[config.mk]
export PLATFORM = sky130hd
export DESIGN_NAME = chunked_adder
export DESIGN_NICKNAME = d
export VERILOG_FILES = /design/src/rtl/chunked_adder_pkg.sv /design/src/rtl/ripple_carry_adder.sv /design/src/rtl/chunked_adder.sv
export SDC_FILE = /design/constraint.sdc
export NUM_CORES = 1
export LEC_CHECK = 0
export CELL_PAD_IN_SITES_DETAIL_PLACEMENT = 1
export CELL_PAD_IN_SITES_GLOBAL_PLACEMENT = 1
export CORE_ASPECT_RATIO = 1.2
export CORE_MARGIN = 4
export CORE_UTILIZATION = 41
export CTS_BUF_LIST = sky130_fd_sc_hd__clkbuf_4 sky130_fd_sc_hd__clkbuf_8 sky130_fd_sc_hd__clkbuf_16
export CTS_CLUSTER_DIAMETER = 100
export DETAILED_ROUTE_END_ITERATION = 16
export PLACE_DENSITY = 0.79
export SYNTH_ARGS = -nofsm -noshare
export SYNTH_HDL_FRONTEND = slang
export SYNTH_HIERARCHICAL = 1
export SYNTH_SLANG_ARGS = --single-unit
[constraint.sdc]
create_clock -name clk -period 4.4 [get_ports clk]
set_input_delay 0.88 -clock clk [delete_from_list [all_inputs] [get_ports clk]]
set_output_delay 0.88 -clock clk [all_outputs]
set_load 0.005 [all_outputs]
[src/rtl/chunked_adder_pkg.sv]
// Shared definitions for the chunked wide adder: state encoding and index sizing.
package chunked_adder_pkg;

    localparam logic [1:0] S_IDLE = 2'd0;
    localparam logic [1:0] S_RUN  = 2'd1;
    localparam logic [1:0] S_DONE = 2'd2;

    typedef enum logic [1:0] {
        IDLE = S_IDLE,
        RUN  = S_RUN,
        DONE = S_DONE
    } state_t;

    // Chunk index width: clog2 of the chunk count, never narrower than one bit.
    function automatic int idx_width(input int n);
        return (n > 1) ? $clog2(n) : 1;
    endfunction

endpackage

[src/rtl/ripple_carry_adder.sv]
// Plain WIDTH-bit ripple-carry adder; the only arithmetic in the chunked adder.
module ripple_carry_adder #(
    parameter int WIDTH = 4
) (
    input  logic [WIDTH-1:0] i_a,
    input  logic [WIDTH-1:0] i_b,
    input  logic             i_cin,
    output logic [WIDTH-1:0] o_sum,
    output logic             o_cout
);

    logic [WIDTH:0] w_c;

    assign w_c[0] = i_cin;

    // One full adder per bit, carry rippling upward.
    for (genvar i = 0; i < WIDTH; i++) begin : g_bit
        assign o_sum[i]  = i_a[i] ^ i_b[i] ^ w_c[i];
        assign w_c[i+1]  = (i_a[i] & i_b[i]) | (w_c[i] & (i_a[i] ^ i_b[i]));
    end

    assign o_cout = w_c[WIDTH];

endmodule

[src/rtl/chunked_adder.sv]
// Wide adder that reuses one WIDTH-bit ripple adder over CHUNKS cycles,
// least-significant chunk first, carrying between chunks in a register.
module chunked_adder
    import chunked_adder_pkg::*;
#(
    parameter int WIDTH  = 4,
    parameter int CHUNKS = 4
) (
    input  logic                     clk,
    input  logic                     rst_n,
    input  logic                     in_valid,
    output logic                     in_ready,
    input  logic [WIDTH*CHUNKS-1:0]  in_a,
    input  logic [WIDTH*CHUNKS-1:0]  in_b,
    input  logic                     in_cin,
    output logic                     out_valid,
    input  logic                     out_ready,
    output logic [WIDTH*CHUNKS-1:0]  out_sum,
    output logic                     out_cout
);

    localparam int N  = WIDTH * CHUNKS;
    localparam int IW = idx_width(CHUNKS);
    localparam logic [IW-1:0] LAST = IW'(CHUNKS - 1);

    state_t          r_state;
    state_t          w_state_nxt;
    logic [N-1:0]    r_a;
    logic [N-1:0]    r_b;
    logic            r_carry;
    logic [IW-1:0]   r_idx;
    logic [N-1:0]    r_sum;
    logic            r_cout;

    logic [WIDTH-1:0] w_a_chunk;
    logic [WIDTH-1:0] w_b_chunk;
    logic [WIDTH-1:0] w_sum;
    logic             w_cout;
    logic             w_last;

    // Chunk mux in front of the shared adder; this plus the ripple chain is the critical path.
    assign w_a_chunk = r_a[r_idx*WIDTH +: WIDTH];
    assign w_b_chunk = r_b[r_idx*WIDTH +: WIDTH];
    assign w_last    = (r_idx == LAST);

    ripple_carry_adder #(.WIDTH(WIDTH)) u_rca (
        .i_a    (w_a_chunk),
        .i_b    (w_b_chunk),
        .i_cin  (r_carry),
        .o_sum  (w_sum),
        .o_cout (w_cout)
    );

    // Next-state decode: accept in IDLE, step chunks in RUN, hold result in DONE.
    always_comb begin
        w_state_nxt = r_state;
        case (r_state)
            IDLE:    if (in_valid)  w_state_nxt = RUN;
            RUN:     if (w_last)    w_state_nxt = DONE;
            DONE:    if (out_ready) w_state_nxt = IDLE;
            default:                w_state_nxt = IDLE;
        endcase
    end

    // State, operands, inter-chunk carry and result; reset drops any in-flight operation.
    always_ff @(posedge clk or negedge rst_n) begin
        if (!rst_n) begin
            r_state <= IDLE;
            r_a     <= '0;
            r_b     <= '0;
            r_carry <= 1'b0;
            r_idx   <= '0;
            r_sum   <= '0;
            r_cout  <= 1'b0;
        end else begin
            r_state <= w_state_nxt;
            case (r_state)
                IDLE: begin
                    if (in_valid) begin
                        r_a     <= in_a;
                        r_b     <= in_b;
                        r_carry <= in_cin;
                        r_idx   <= '0;
                    end
                end
                RUN: begin
                    r_sum[r_idx*WIDTH +: WIDTH] <= w_sum;
                    r_carry                     <= w_cout;
                    // Index parks on the last chunk rather than wrapping.
                    if (w_last) r_cout <= w_cout;
                    else        r_idx  <= r_idx + IW'(1);
                end
                default: ;
            endcase
        end
    end

    assign in_ready  = (r_state == IDLE);
    assign out_valid = (r_state == DONE);
    assign out_sum   = r_sum;
    assign out_cout  = r_cout;

endmodule

==> results.txt <==
Setup repair after global routing left no endpoint under its margin. The largest clock skew in the final design came out at 0.00943 ns. The antenna violation net count after detailed routing came out at 0. The count of distinct cell types in the synthesized netlist is 28.

For this run, asynchronously set or reset flops after synthesis account for 100%. The weighted congestion at the end of routability-driven global placement is 0.790. The accumulated negative setup slack came out at 0 ns. After synthesis the netlist holds a flip-flop and latch count of 54. The number of gates resized after cts came out at 0. The final hold slack is 0.523 ns.

The capturing element type of the critical path is a flop. Summing the areas of all compound-gate instances in the mapped netlist gives 7.24% of the synthesized area. The run finished with clean final reports. Data on the critical path arrives at its endpoint at 3.40 ns. The initial core utilization came out at 42.8%. The final max-slew violation count came out at 0. The clock latency on the worst-skew pair came out at 0.31 ns. The number of vias in the routed layout is 1720. The share of synthesized cell area in full adder, half adder and majority cells came out at 5.40%. Wires add up to 5590 um. The number of cell instances on the worst register-to-register path is 11. The required arrival time at the worst endpoint is 4.60 ns.

The die covers 7800 sq um. The number of ports placed on the die boundary is 56. The net count after synthesis is 248. dfrtp_1 is the most common cell in the netlist. The number of global-route vias before repair is 1960.

The count of nets after finishing is 303. Among all flip-flop cells after synthesis, the most frequent one is dfrtp_1. The number of enable-type register cells in the synthesized netlist came out at 0.

Ranked by total cell area, the synthesized netlist is headed by dfrtp_1, mux2_2, mux4_2. The maximum operating frequency is 312 MHz. In the synthesized netlist, the cells that appear most often are dfrtp_1, mux2_2, inv_1, nand2_1, o32ai_1. The width of the die is 81.3 um.

For the pin with the worst max-slew slack, the measured transition is 0.660 ns. The number of I/O port buffers came out at 55. The final-report hold violation count came out at 0. The placement row count is 31. The worst slew margin relative to its limit came out at 56.0%. The fraction of synthesized cell area in xor and xnor cells is 0%. The largest total area in the synthesized netlist belongs to dfrtp_1. The overall fraction of global-route tracks in use is 15.9%. The DRC marker count from the first detailed-route iteration came out at 73. The number of hold buffers added after CTS came out at 0. The critical path's largest stage delay came out at 0.58 ns. TritonCTS built the clock tree. The area share of the largest cell type after synthesis is 51.1%. The multiplexer fraction of the synthesized cell area came out at 20.9%. The proportion of layout cells with a drive suffix above 1 is 24.0%. The sequential fraction of the synthesis area came out at 51.1%. The worst setup path is launched from a flop. The number of antenna violations at the first check in global routing came out at 0. The routed length on met1 is 2390 um. The maximum number of pins on one net before global-route repair came out at 55. The layout-stage area growth over the synthesis result is 26.8%. The placeable core region is 6170 sq um.

After layout, the minimum clock period comes to 3.20 ns. The max-capacitance violation count came out at 0. The total length of routed met2 wires came out at 2950 um. The half-perimeter wire length of the detailed placement result is 4150 um.

In the routed design, unresolved DRC markers number 0. The dominant combinational cell family by area after synthesis is multiplexers. Summed over all layers, the global routing overflow is 0. The critical path goes through mux4_2 > fa_1 > inv_1 > fa_1 > inv_1 > fa_1 > inv_1 > fa_1 > inv_1 > nand2_1 > o32ai_1. The worst-path cell with the longest stage delay is mux4_2. CTS built an H-tree with a depth of 2. After detailed routing, the number of vias per cell comes to 5.06.

The number of warnings printed during yosys synthesis is 6. The clock-pin slew on the worst setup and hold paths is 0.11 ns. The hold path depth came out at 1. The height of the die is 95.9 um.

The synthesized netlist devotes 8.62% of its cell area to simple gates. The number of buffers on the longest clock path is 2. The pre-antenna-repair detailed-routing pass consisted of 4 iterations. The clock sink count came out at 54. The number of buffers created by CTS came out at 5. The post-CTS setup repair buffer count is 0. Across the VDD grid, the largest voltage drop is 0.341 mV.

The fraction of the cycle the final worst path needs came out at 72.7%. The path class of the tightest hold or removal check is flop to flop. Routed signal wires occupy layers up through met4. Averaged over all synthesized cells, the footprint is 13.1 sq um. The detailed route wirelength on metal3 is 194 um. The final number of setup-violating endpoints is 0. 0 antenna diodes ended up in the layout. The number of standard cells after synthesis is 202.

In this run the static leakage power is 1.39 nW. In this run the worst path has a maximum fanout of 5. The ratio of total power to cell area is 764 nW/um^2. Summing every instance area after synthesis gives 2640 sq um. The root buffer cell chosen for the clock tree is clkbuf_8. The first global-routing pass estimated 9490 um of wire. The routed length per instance is 16.4 um. The start-to-end type of the worst setup path is flop to flop.
[cells by family (layout without fill, tap and decap cells)]
group                    count (synthesis)  after routing
multiplexers                            41             41
AND/OR/NAND/NOR                         36             36
flip-flops                              54             54
buffers and inverters                   40             96
AO/OA/AOI/OAI                           22             22
adder cells (fa/ha/maj)                  9              9
[metal layers]
layer / track usage [%] / vias up
li1: - / 817
met1: 19.5 / 858
met2: 28.2 / 40
met3: 3.28 / 5
met4: 4.08 / 0
met5: 0 / -
[critical path, delay by kind of cell (launching register included)]
kind,cells,cell delay [ns]
adder cells (fa/ha/maj),4,1.35
AO/OA/AOI/OAI,1,0.25
AND/OR/NAND/NOR,1,0.06
buffers and inverters,4,0.33
multiplexers,1,0.58
flip-flops,1,0.52
[state kept, by name, summed over array words and instances (netlist names)]
name      cells
r_idx         2
out_sum      16
r_a          16
r_carry       1
r_state       2
r_b          16
out_cout      1
[cell type report]
class                           count  area (sq um)
Inverter                           29           109
Fill cell                         640          2820
Clock buffer                        5          68.8
Clock inverter                      3          28.8
Timing Repair Buffer               59           576
Tap cell                           82           103
Sequential cell                    54          1350
Multi-Input combinational cell    108          1110
[path summary, 6_finish.rpt]
kind / start / endpoint / slack, ns
max: r_idx[0] / out_sum[11] / 1.20
min: out_cout / out_cout / 0.52
max reg2reg: r_idx[0] / out_sum[11] / 1.20
min reg2reg: out_cout / out_cout / 0.52
max in group asynchronous: rst_n / r_idx[1] / 3.29
min in group asynchronous: rst_n / r_a[3] / 0.68
[cells in the final DEF, fill, tap and decap left out, types with 5 or more instances in the layout]
cell type,count
clkdlybuf4s50_1,54
o32ai_1,16
ha_1,5
clkbuf_8,5
mux4_2,8
nand2_1,17
mux2_2,33
inv_1,29
dfrtp_1,54
[where the power goes]
part	switching (mW)	internal [mW]
clock	0.179	0.119
combinational	0.678	0.688
sequential	0.164	0.730
total	1.02	1.54
[metrics by stage]
step                      setup WS [ns]  power, mW  instance area, sq um  cells  util, %
after global routing              0.959       2.79                  3350    340     54.3
after CTS                          1.17       2.61                  3350    340     54.3
after floorplan                    1.21       1.81                  2640    202        -
after detailed placement           1.23       2.30                  3250    332     52.7
final                              1.20       2.56                  3350    340     54.3
after global placement             1.35       2.24                  3250    332     52.7
Power figures use the tool's default switching activity.
